[src/rtl/tennis_pkg.sv]
`default_nettype none
// ---------------------------------------------------------------------------
// tennis_pkg : shared referee state type and board constants, 16-LED tennis
// Rev 1.0
// ---------------------------------------------------------------------------
package tennis_pkg;

  typedef enum logic [2:0] {
    IDLE     = 3'd0,
    RALLY    = 3'd1,
    POINT    = 3'd2,
    WAIT_CLR = 3'd3,
    OVER     = 3'd4
  } state_e;

  localparam int DEFAULT_WIN_SCORE = 7;

  localparam logic [15:0] S1  = 16'h8000;
  localparam logic [15:0] S16 = 16'h0001;

endpackage
`default_nettype wire

[src/rtl/rally_referee_edge_detect.sv]
`default_nettype none
// ---------------------------------------------------------------------------
// edge_detect : registered-history rise/fall detector for one level input
// Rev 1.0
// ---------------------------------------------------------------------------
module edge_detect (
  input  logic clk,
  input  logic rst_n,
  input  logic d,
  output logic rise,
  output logic fall
);

  logic d_q;

  always_ff @(posedge clk or negedge rst_n) begin
    if (!rst_n) begin
      d_q <= 1'b0;
    end else begin
      d_q <= d;
    end
  end

  assign rise = d & ~d_q;
  assign fall = ~d & d_q;

endmodule
`default_nettype wire

[src/rtl/rally_referee.sv]
`default_nettype none
// ---------------------------------------------------------------------------
// rally_referee : judges hits/misses, keeps both scores, declares the winner
// Rev 1.0
// ---------------------------------------------------------------------------
module rally_referee
  import tennis_pkg::*;
#(
  parameter int WIN_SCORE = DEFAULT_WIN_SCORE,
  parameter int SCORE_W   = 4
) (
  input  logic               clk,
  input  logic               rst_n,
  input  logic               button_one,
  input  logic               button_two,
  input  logic [15:0]        pos,
  input  logic               hittable_one,
  input  logic               hittable_two,
  input  logic               start_game,
  output logic               return_one,
  output logic               return_two,
  output logic               match_one,
  output logic               match_two,
  output logic [SCORE_W-1:0] score_one,
  output logic [SCORE_W-1:0] score_two,
  output logic               game_over,
  output logic               winner
);

  localparam logic [SCORE_W-1:0] C_WIN = SCORE_W'(WIN_SCORE);

  // Index order: 0 = button_one, 1 = button_two, 2 = hittable_one, 3 = hittable_two
  logic [3:0] src_w, rise_w, fall_w;
  assign src_w = {hittable_two, hittable_one, button_two, button_one};

  genvar gi;
  generate
    for (gi = 0; gi < 4; gi++) begin : g_edge
      edge_detect u_edge (
        .clk  (clk),
        .rst_n(rst_n),
        .d    (src_w[gi]),
        .rise (rise_w[gi]),
        .fall (fall_w[gi])
      );
    end
  endgenerate

  logic unused_pos;
  assign unused_pos = ^pos;

  state_e             state_q, state_d;
  logic               hit_done_one_q, hit_done_one_d, hit_done_two_q, hit_done_two_d;
  logic               return_one_q, return_one_d, return_two_q, return_two_d;
  logic               match_one_q, match_one_d, match_two_q, match_two_d;
  logic [SCORE_W-1:0] score_one_q, score_one_d, score_two_q, score_two_d;
  logic               game_over_q, game_over_d, winner_q, winner_d;

  always_ff @(posedge clk or negedge rst_n) begin
    if (!rst_n) begin
      state_q        <= IDLE;
      hit_done_one_q <= 1'b0;
      hit_done_two_q <= 1'b0;
      return_one_q   <= 1'b0;
      return_two_q   <= 1'b0;
      match_one_q    <= 1'b0;
      match_two_q    <= 1'b0;
      score_one_q    <= '0;
      score_two_q    <= '0;
      game_over_q    <= 1'b0;
      winner_q       <= 1'b0;
    end else begin
      state_q        <= state_d;
      hit_done_one_q <= hit_done_one_d;
      hit_done_two_q <= hit_done_two_d;
      return_one_q   <= return_one_d;
      return_two_q   <= return_two_d;
      match_one_q    <= match_one_d;
      match_two_q    <= match_two_d;
      score_one_q    <= score_one_d;
      score_two_q    <= score_two_d;
      game_over_q    <= game_over_d;
      winner_q       <= winner_d;
    end
  end

  always_comb begin
    state_d        = state_q;
    hit_done_one_d = hit_done_one_q;
    hit_done_two_d = hit_done_two_q;
    return_one_d   = 1'b0;
    return_two_d   = 1'b0;
    match_one_d    = 1'b0;
    match_two_d    = 1'b0;
    score_one_d    = score_one_q;
    score_two_d    = score_two_q;
    game_over_d    = game_over_q;
    winner_d       = winner_q;
    case (state_q)
      IDLE: begin
        hit_done_one_d = 1'b0;
        hit_done_two_d = 1'b0;
        if (start_game) state_d = RALLY;
      end
      RALLY: begin
        if (rise_w[0] && hittable_one && !hit_done_one_q) begin
          hit_done_one_d = 1'b1;
          return_one_d   = 1'b1;
        end
        if (rise_w[1] && hittable_two && !hit_done_two_q) begin
          hit_done_two_d = 1'b1;
          return_two_d   = 1'b1;
        end
        if (fall_w[2]) hit_done_one_d = 1'b0;
        if (fall_w[3]) hit_done_two_d = 1'b0;
        // A player-one miss wins over a simultaneous player-two miss.
        if (fall_w[2] && !hit_done_one_q) begin
          match_two_d = 1'b1;
          score_two_d = (score_two_q < C_WIN) ? score_two_q + SCORE_W'(1) : score_two_q;
          state_d     = POINT;
        end else if (fall_w[3] && !hit_done_two_q) begin
          match_one_d = 1'b1;
          score_one_d = (score_one_q < C_WIN) ? score_one_q + SCORE_W'(1) : score_one_q;
          state_d     = POINT;
        end
      end
      POINT: begin
        hit_done_one_d = 1'b0;
        hit_done_two_d = 1'b0;
        if (score_one_q == C_WIN || score_two_q == C_WIN) begin
          state_d     = OVER;
          game_over_d = 1'b1;
          winner_d    = (score_two_q == C_WIN);
        end else begin
          state_d = WAIT_CLR;
        end
      end
      WAIT_CLR: begin
        if (!start_game) state_d = IDLE;
      end
      OVER: begin
        state_d = OVER;
      end
      default: state_d = IDLE;
    endcase
  end

  assign return_one = return_one_q;
  assign return_two = return_two_q;
  assign match_one  = match_one_q;
  assign match_two  = match_two_q;
  assign score_one  = score_one_q;
  assign score_two  = score_two_q;
  assign game_over  = game_over_q;
  assign winner     = winner_q;

endmodule
`default_nettype wire

[config.mk]
export PLATFORM = sky130hd
export DESIGN_NAME = rally_referee
export DESIGN_NICKNAME = d
export VERILOG_FILES = /design/src/rtl/tennis_pkg.sv /design/src/rtl/rally_referee_edge_detect.sv /design/src/rtl/rally_referee.sv
export SDC_FILE = /design/constraint.sdc
export NUM_CORES = 1
export LEC_CHECK = 0
export CAP_MARGIN = 20
export CELL_PAD_IN_SITES_DETAIL_PLACEMENT = 2
export CELL_PAD_IN_SITES_GLOBAL_PLACEMENT = 2
export CORE_ASPECT_RATIO = 1.2
export CORE_MARGIN = 1.5
export CORE_UTILIZATION = 29
export CTS_CLUSTER_SIZE = 10
export DETAILED_ROUTE_END_ITERATION = 10
export PLACE_DENSITY = 0.88
export SYNTH_ARGS = -nofsm -noshare
export SYNTH_HDL_FRONTEND = slang
export SYNTH_SLANG_ARGS = --single-unit
[constraint.sdc]
create_clock -name clk -period 2.6 [get_ports clk]
set_input_delay 0.78 -clock clk [delete_from_list [all_inputs] [get_ports clk]]
set_output_delay 0.78 -clock clk [all_outputs]
set_load 0.01 [all_outputs]
After elaboration in Yosys (flattened, before gate mapping)
Cells that the tools add are included.
- word-level logic and storage cells: 78
- flip-flop bits (word level): 23
- input bits: 23
- output and inout port bits: 14
- reduce and logical (&&, ||, !) cells: 18
- bitwise operators: 9
- eq/ne operators: 11
- $lt $le $gt $ge: 2
- multiplexer cells: 21
- add/sub/neg operators: 2
- operator list (kind ; count):
    $mux W3 ; 5
    $pmux W3 S5 ; 1
    $mux W1 ; 13
    $add A4 B1 Y4 const B ; 2
    $eq A4 B3 Y1 const B ; 2
    $lt A4 B3 Y1 const B ; 2
    $eq A3 B2 Y1 const B ; 2
    $logic_and A1 B1 Y1 ; 6
    $ne A3 B2 Y1 const B ; 2
    $reduce_and A2 Y1 ; 3
    $reduce_and A3 Y1 ; 2
    $not A1 Y1 ; 5
    $and A1 B1 Y1 ; 4
    $ne A2 B2 Y1 const B ; 2
    $pmux W1 S2 ; 2
    $reduce_and A4 Y1 ; 1
    $eq A3 B1 Y1 const B ; 1
    $eq A3 B3 Y1 const B ; 1
    $logic_not A3 Y1 ; 1
    $ne A3 B3 Y1 const B ; 1
    $logic_not A1 Y1 ; 2
    $reduce_bool A2 Y1 ; 1
    $reduce_or A2 Y1 ; 1
    $logic_or A1 B1 Y1 ; 1

Depth between registers and ports, before layout
Gate-level depths: netlist of run 1.
- word-level depth: 7
- depth in mapped cells: 4
- gate-level depth less buffers: 4

Hierarchy
Synthesis of run 1 repeated with hierarchy kept, for this count alone.
- cell total of the unflattened synthesis: 85
- area, all modules: 1011.0 µm²
- modules (own cells, without submodules) (module ; area each (µm²) ; instances ; cells an instance ; sequential area each (µm²)):
    rally_referee ; 850.8 ; 1 ; 73 ; 475.5
    edge_detect ; 40.0 ; 4 ; 3 ; 25.0

Worst setup path before layout of run 1
No wires, ideal clock.
- path type: input to register
- start point: input hittable_one
- end point: register score_one_q[1] (netlist: score_one[1])
- buffers on the path: 0
- path slack: 808 ps
- data arrival time: 1667 ps
- cell stages on the path: 3
- setup time: 125 ps
- data required time: 2475 ps
- cell sequence: or3b_2 nand4_2 mux2_4
- cells in the longest elaborated chain, start to end: 5
- RTL lines (element ; line ; RTL):
    start: declaration ; rally_referee.sv:17 ; input logic hittable_one,
    $not A1 Y1 ; rally_referee_edge_detect.sv:25 ; assign fall = ~d & d_q;
    $and A1 B1 Y1 ; rally_referee_edge_detect.sv:25 ;
    $logic_and A1 B1 Y1 ; rally_referee.sv:117 ; if (fall_w[2] && !hit_done_one_q) begin
    $not A1 Y1 (no line) ; -- ;
    $reduce_and A4 Y1 (no line) ; -- ;
    end signal: assignment ; rally_referee.sv:80 ; score_one_q <= score_one_d;
    end: declaration ; rally_referee.sv:56 ; logic [SCORE_W-1:0] score_one_q, score_one_d, score_two_q, score_two_d;
No other way between the ends.
A chain may end at the register's enable or synchronous reset.

Worst setup path in the final report of run 1
- start point: register score_one_q[0] (netlist: score_one[0])
- end point: output score_one[0]
- RTL lines (element ; line ; RTL):
    end: declaration ; rally_referee.sv:24 ; output logic [SCORE_W-1:0] score_one,
No word-level cell between the ends.

==> results by stage, run 1 <==
Run status:
- The flow ran to the end, and the final reports show no timing, DRC or antenna violations.

Critical path:
- The cell family with the largest share of critical-path delay is buffers and inverters.
- Data on the critical path arrives at its endpoint at 1.25 ns.
- The total stage count of the critical path is 1.
- By startpoint and endpoint, the worst setup path is classified as reg2out.
- In this run the register-to-register setup slack is 1.09 ns.
- The number of buffers and inverters on the critical path is 1.
- The signal on the critical path passes through clkdlybuf4s50_1.
- The highest fanout seen on the critical path is 4.
- The type of destination of the critical path is a primary output.
- In this design, the stage delay of the slowest critical-path cell is roughly 0.56 ns.
- The largest individual stage delay along the critical path comes from the cell sky130_fd_sc_hd__clkdlybuf4s50_1.
- The number of cells on the worst reg-to-reg path is 3.
- STA puts the critical path data required time at 1.82 ns.
- The kind of launch point of the worst setup path is a register.

Yosys:
- For this run, the register share of the synthesized area comes to 0.554.
- The synthesized net count is 111.
- The synthesized netlist cell count is 86.
- The number of synthesized register bits is 23.
- In this run, distinct cell masters in the synthesized netlist total 35.
- Of all flip-flops after synthesis, the portion carrying an async set or reset was 1.00.
- After synthesis the cells add up to roughly 1000 sq um.
- In the synthesized netlist the dominant register cell turns out to be sky130_fd_sc_hd__dfrtp_1.
- A synthesized cell averages about 12 sq um.
- The warning count from the yosys run is 0.
- The number of synthesized flops with an enable pin is 0.

Global routing:
- After global routing the overflow that remains totals 0.
- The number of antenna violations at the first check in global routing is 0.
- The via count of the first global-routing pass is between 800 and 900.
- The first-pass GRT wire length is 4.26 mm.
- Entering global routing, the biggest net connects 24 pins.
- The aggregate global-route resource usage is 0.147.

Route:
- After detailed routing, the total wire length is between 2 and 3 mm.
- Detailed routing inserted a total of between 700 and 800 vias.
- The detailed router's first-iteration violation count is 10.
- The post-route DRC violation count is 0.
- In the routed layout, each cell is associated on average with a via count of about 5.2.
- The per-cell routed wire length is about 17 um.
- The first detailed-routing pass took 2 iterations.
- The remaining antenna violation count is 0.

Die:
- The overall die width is between 50 and 60 um.
- In this run the standard cell core region covers approximately 3400 sq um.
- The effective utilization at floorplan is 0.306.
- The floorplan has 23 rows.
- The chip height is ~70 um.
- The number of top-level pins is 37.
- The die covers 3950 sq um.

Worst hold path:
- The min-delay analysis places its worst path in the category reg2reg.
- Along the worst hold path, the cell count comes to 1.

Layout:
- The fraction of final layout cells sized beyond drive strength 1 is 0.161.
- In the layout the commonest cells are 23 x sky130_fd_sc_hd__dfrtp_1, 20 x sky130_fd_sc_hd__clkdlybuf4s50_1, 7 x sky130_fd_sc_hd__inv_1.
- In the final layout, flip-flops and latches occupy roughly 580 sq um.
- After filler insertion, the fill cell instance count of the layout stands at 365.
- For this run, the share of the core covered by cells in the final layout is 0.398.
- The repair_antennas step left the layout with diodes totalling 0.
- The final layout contains approximately 140 nets.
- The most common library cell in the layout ignoring fill and taps is sky130_fd_sc_hd__dfrtp_1.
- The area occupied by multi-input gates is about 430 sq um.
- The final cell count without fillers is approximately 150.
- The final instance area is about 1400 sq um.
- The relative area change from synthesis to final layout is 30.0%.

Pwr:
- The clock group share of total power is 0.205.
- The leakage dissipation is just under 0.6 nW.
- Of the total power, registers draw 0.467.
- Of the total power, combinational logic draws 0.329.
- For this design the ratio of total power to cell area is approximately 800 nW/um^2.
- VDD sags by at most approximately 0.00035 V.
- The internal power of the cells totals 0.734 mW.
- Of the total power, the share spent switching nets is 0.334.
- For this design the total switching power over the nets is roughly 0.37 mW.

Job:
- The max-cap violation count is 0.

Clock network:
- The number of gates given a new drive strength after cts is 0.
- The TritonCTS buffer count is 3.
- The number of buffers on the longest clock path is 2.
- For this design, the CTS-stage hold fixing added 0 buffers.
- The clock latency at the later pin of the worst-skew pair is ~0.27 ns.
- The post-CTS setup repair buffer count is 0.
- The clock sink count is 23.
- The root cell of the clock tree is sky130_fd_sc_hd__clkbuf_8.
- CTS built an H-tree with a depth of 1.
- The clock transition at the registers of the reported paths is around 0.08 ns.
- TritonCTS built the clock tree.

Timing:
- The highest achievable clock rate is between 0.4 and 0.5 GHz.
- The final hold violation count is 0.
- The post-layout minimum cycle time is between 2 and 2.5 ns.
- The final-layout setup total negative slack is 0 ns.
- The worst relative slew slack is 0.738.
- The total setup violations reported at the end of the flow is 0.
- The period utilization is 0.781.
- For the pin with the worst max-slew slack, the measured transition is 0.393 ns.
- The max-slew violation count is 0.
- The worst clock skew is roughly 0.0040 ns.
- Setup repair after global routing left no endpoint under its margin.

Placed design:
- The standard cell area after detailed placement is 1310 sq um.
- The number of placed instances with taps included is about 150.
- Detailed placement finished with a half-perimeter wire length of 1.82 mm.
- During placement, the flow inserted port buffers numbering 20.
- The weighted congestion at the end of routability-driven global placement is about 0.7.
[power groups by stage]
stage / Sequential (mW) / Combinational (mW) / Clock (mW)
after floorplan: 0.501 / 0.216 / 0
after global placement: 0.517 / 0.342 / 0
after detailed placement: 0.520 / 0.366 / 0
after CTS: 0.517 / 0.370 / 0.234
after global routing: 0.530 / 0.399 / 0.251
final: 0.514 / 0.362 / 0.225
[path summary, 6_finish.rpt]
path,to,startpoint
max in group asynchronous,state_q[0],rst_n
setup / recovery,score_one[0],score_one[0]
min in group asynchronous,g_edge[0].u_edge.d_q,rst_n
hold reg to reg,game_over,game_over
hold / removal,game_over,game_over
setup reg to reg,score_one[1],hit_done_one_q
[through the flow]
stage | hold slack (ns) | worst slack (ns) | power, mW
floorplan | 0.480 | 0.808 | 0.717
CTS | 0.488 | 0.552 | 1.12
global placement | 0.461 | 0.322 | 0.859
global route | 0.526 | 0.501 | 1.18
finish | 0.478 | 0.568 | 1.10
detailed placement | 0.467 | 0.299 | 0.886
[routing by layer]
layer,GRT usage,routed length (um),vias to the layer above
met5,0,0,-
met4,0.0698,61,0
met3,0.0261,87,5
met2,0.249,1280,17
met1,0.181,1110,392
li1,-,-,361
[cell usage after synthesis, types with 2 or more instances]
| cell | instances | share of area |
|---|---|---|
| sky130_fd_sc_hd__o21bai_1 | 2 | 0.014 |
| sky130_fd_sc_hd__or3b_2 | 2 | 0.017 |
| sky130_fd_sc_hd__nand2_1 | 4 | 0.014 |
| sky130_fd_sc_hd__a21oi_1 | 4 | 0.019 |
| sky130_fd_sc_hd__or2_2 | 2 | 0.012 |
| sky130_fd_sc_hd__o21ai_0 | 2 | 0.0096 |
| sky130_fd_sc_hd__nor2_1 | 3 | 0.011 |
| sky130_fd_sc_hd__o32ai_1 | 2 | 0.017 |
| sky130_fd_sc_hd__dfrtp_1 | 23 | 0.55 |
| sky130_fd_sc_hd__a22o_1 | 2 | 0.017 |
| sky130_fd_sc_hd__nor3b_1 | 4 | 0.029 |
| sky130_fd_sc_hd__nand3b_1 | 2 | 0.014 |
| sky130_fd_sc_hd__nand4b_1 | 2 | 0.017 |
| sky130_fd_sc_hd__inv_1 | 7 | 0.025 |
| sky130_fd_sc_hd__buf_2 | 2 | 0.0096 |
| sky130_fd_sc_hd__nor2b_1 | 2 | 0.012 |
| sky130_fd_sc_hd__ha_1 | 2 | 0.024 |
| sky130_fd_sc_hd__xnor2_1 | 2 | 0.017 |
[final cells by class]
class / count / area share
multi-input cells: 54 / 0.317
inverters: 7 / 0.0194
flip-flops and latches: 23 / 0.426
well taps: 37 / 0.0343
repair buffers: 24 / 0.170
clock buffers: 4 / 0.0333
[logic make-up after synthesis]
kind of cell,synth area share
xor gates and xnor gates,0.0169
and+or+nand+nor,0.230
DFF,0.554
buffers and inverters,0.0349
adders and majority gates,0.0241
muxes,0.0253
AOI/OAI and AO/OA,0.116
[flip-flops by register name (all words and copies together), names as in the netlist]
signal	cells
state_q	3
score_one	4
hit_done_one_q	1
winner	1
match_two	1
match_one	1
game_over	1
g_edge.u_edge.d_q	4
return_two	1
return_one	1
hit_done_two_q	1
score_two	4
Note: power is estimated with default switching activity, not from simulation.
==> inputs of run 2 (changes only) <==
Settings changed: CORE_UTILIZATION 29 to 27, PLACE_DENSITY 0.88 to 0.83.
Clock period 2.6 ns to 2.1 ns, I/O delays scaled along.
==> results by stage, run 2 (synthesis results as in run 1) <==
Layout:
- The fraction of final layout cells sized beyond drive strength 1 came to 0.175 (+0.0147).
- The antenna cell count is 0 (unchanged).
- The number of nets in the final layout is 140 (+1.4%).
- The relative area change from synthesis to final layout is 33.2%.
- The final design utilization came to 0.378 (-0.0199).
- The library cell used most frequently in the layout, excluding fill and tap cells, is sky130_fd_sc_hd__dfrtp_1.
- In the layout the commonest cells are 23 x sky130_fd_sc_hd__dfrtp_1, 20 x sky130_fd_sc_hd__clkdlybuf4s50_1, 7 x sky130_fd_sc_hd__inv_1, 6 x sky130_fd_sc_hd__buf_4.
- The filler cell count in the final layout is 410 (+12%).

Route:
- The per-cell routed wire length is 14.4 um (-16%).
- The post-route DRC violation count came to 0 (unchanged).
- The wire length after detailed routing is 2.39 mm (-6.1%).
- The via density per instance was 4.80 (-7.8%).
- The detailed router's first-iteration violation count is 18 (+8).
- The remaining antenna violation count was 0 (unchanged).
- The via total after detailed routing is 796 (+2.7%).
- The first-pass iteration count of the detailed router is 4 (+2).

Timing:
- The worst relative slew slack is 0.757 (+0.0186).
- The final hold violation count is 0 (unchanged).
- The final-layout setup total negative slack is 0 ns (unchanged).
- Setup repair after global routing left no endpoint under its margin.
- The highest achievable clock rate is approximately 0.53 GHz.
- The tightest hold margin is 0.484 ns (+0.00584 ns).
- The worst-case setup margin in the final layout is 0.210 ns (-0.358 ns).
- The post-layout minimum cycle time is 1.89 ns.
- The period utilization is 0.900.
- The total setup violations reported at the end of the flow is 0 (unchanged).
- The max-slew violation count came to 0 (unchanged).
- The measured slew at the worst slew-check pin is 0.365 ns (-0.0278 ns).
- The worst clock skew is 0.00270 ns (-0.00130 ns).

Critical path:
- The critical path is of the reg2out type.
- The worst endpoint data arrival time is 1.26 ns (about the same).
- The highest fanout seen on the critical path is 5 (+1).
- For this design, the slowest cell found on the critical path is sky130_fd_sc_hd__clkdlybuf4s50_1.
- The worst setup path is captured at a primary output.
- The number of buffers and inverters on the critical path came to 1 (unchanged).
- The worst setup path is launched from a register.
- The signal on the critical path passes through clkdlybuf4s50_1.
- Broken down by cell family, the worst path's largest delay share belongs to buffers and inverters.
- The delay of the slowest cell on the worst path came to 0.57 ns (about the same).
- The worst path required time is 1.47 ns (-0.35 ns).

Clock network:
- The cell sitting at the root of the clock tree is a sky130_fd_sc_hd__clkbuf_8.
- The number of H-tree levels is 1 (unchanged).
- The clock tree from TritonCTS is built.
- The number of gates given a new drive strength after cts is 0 (unchanged).
- The number of buffers on the longest clock path came to 2 (unchanged).
- The cts-stage hold buffer count is 0 (unchanged).
- The TritonCTS buffer count was 3 (unchanged).
- The clock transition at the registers of the reported paths is 0.08 ns (about the same).
- The clock sink count is 23 (unchanged).
- The post-CTS setup repair buffer count is 0 (unchanged).
- The clock latency at the later pin of the worst-skew pair is 0.27 ns (about the same).

Die:
- The area of the core is 3660 sq um (+7.9%).
- The placement row count is 24 (+4.3%).
- The die area is 4230 sq um (+7.1%).
- The chip height was 71.0 um (+3.5%).
- The overall die width came to 59.7 um (+3.5%).
- The effective utilization at floorplan is 0.284 (-0.0224).
- The number of top-level pins is 37 (unchanged).

Global routing:
- The via count of the first global-routing pass came to 867 (-0.34%).
- The largest net degree at the start of global routing is 24 (unchanged).
- The aggregate global-route resource usage was 0.137 (-0.00942).
- The number of antenna violations at the first check in global routing is 0 (unchanged).
- The first-pass GRT wire length is 4.42 mm (+3.6%).
- The total overflow reported by the global router was 0 (unchanged).

Pwr:
- The final total power came to 1.36 mW (+24%).
- The worst ir drop on vdd was 0.000465 V (+33%).
- The total power per unit cell area came to 984 nW/um^2 (+21%).
- The leakage dissipation was 0.602 nW (+1.5%).

Placed design:
- The post-detailed-placement half-perimeter wirelength is 1.78 mm (-2.2%).
- The weighted congestion at the end of routability-driven global placement is 0.776 (+7.9%).
- The pre-CTS worst setup slack was -0.0251 ns (-0.324 ns).
- The count of input and output buffers is 20 (unchanged).

Worst hold path:
- The path class of the tightest hold or removal check is reg2reg.

Run status:
- The run finished with clean final reports.

Job:
- The max-cap violation count is 0 (unchanged).
==> run 2: changes by cell type in the layout (fill, tap and decap cells not counted), sizes merged <==
| cell | change |
|---|---|
| buf | +2 |
==> run 2: cell type report <==
cell class	instances	area, sq um	area share
multi-input combinational	54	428	0.309
sequential	23	576	0.416
clock buffer	4	45.0	0.0325
timing repair buffer	26	245	0.177
tap	52	65.1	0.0470
inverter	7	26.3	0.0190
==> run 2: final timing paths <==
| check | startpoint | to | slack, ns | cells past startpoint |
|---|---|---|---|---|
| min in group asynchronous | rst_n | hit_done_two_q | 0.71 | 2 |
| worst min register to register | game_over | game_over | 0.48 | 1 |
| max in group asynchronous | rst_n | g_edge[3].u_edge.d_q | 1.16 | 2 |
| worst max-delay path | score_one[2] | score_one[2] | 0.21 | 1 |
| worst min-delay path | game_over | game_over | 0.48 | 1 |
| worst max register to register | hit_done_one_q | score_one[1] | 0.63 | 3 |
==> run 2: power by group <==
group | internal (mW) | leakage, nW | switching [mW]
registers | 0.523 | 0.296 | 0.114
clock network | 0.136 | 0.0228 | 0.148
logic | 0.254 | 0.284 | 0.189
total | 0.912 | 0.602 | 0.451
==> run 2: layer usage <==
layer,vias to the layer above,global-route usage,share of wire,routed length [um]
li1,369,-,-,-
met1,404,0.183,0.44,1060
met2,19,0.213,0.50,1190
met3,4,0.0219,0.037,89
met4,0,0.0667,0.021,49
met5,-,0,0,0
==> run 2: stage by stage <==
step / cell area [sq um] / cells
5_1_grt: 1390 / 166
4_1_cts: 1390 / 166
3_3_place_gp: 1340 / 162
3_5_place_dp: 1340 / 162
6_report: 1390 / 166
2_1_floorplan: 1040 / 86
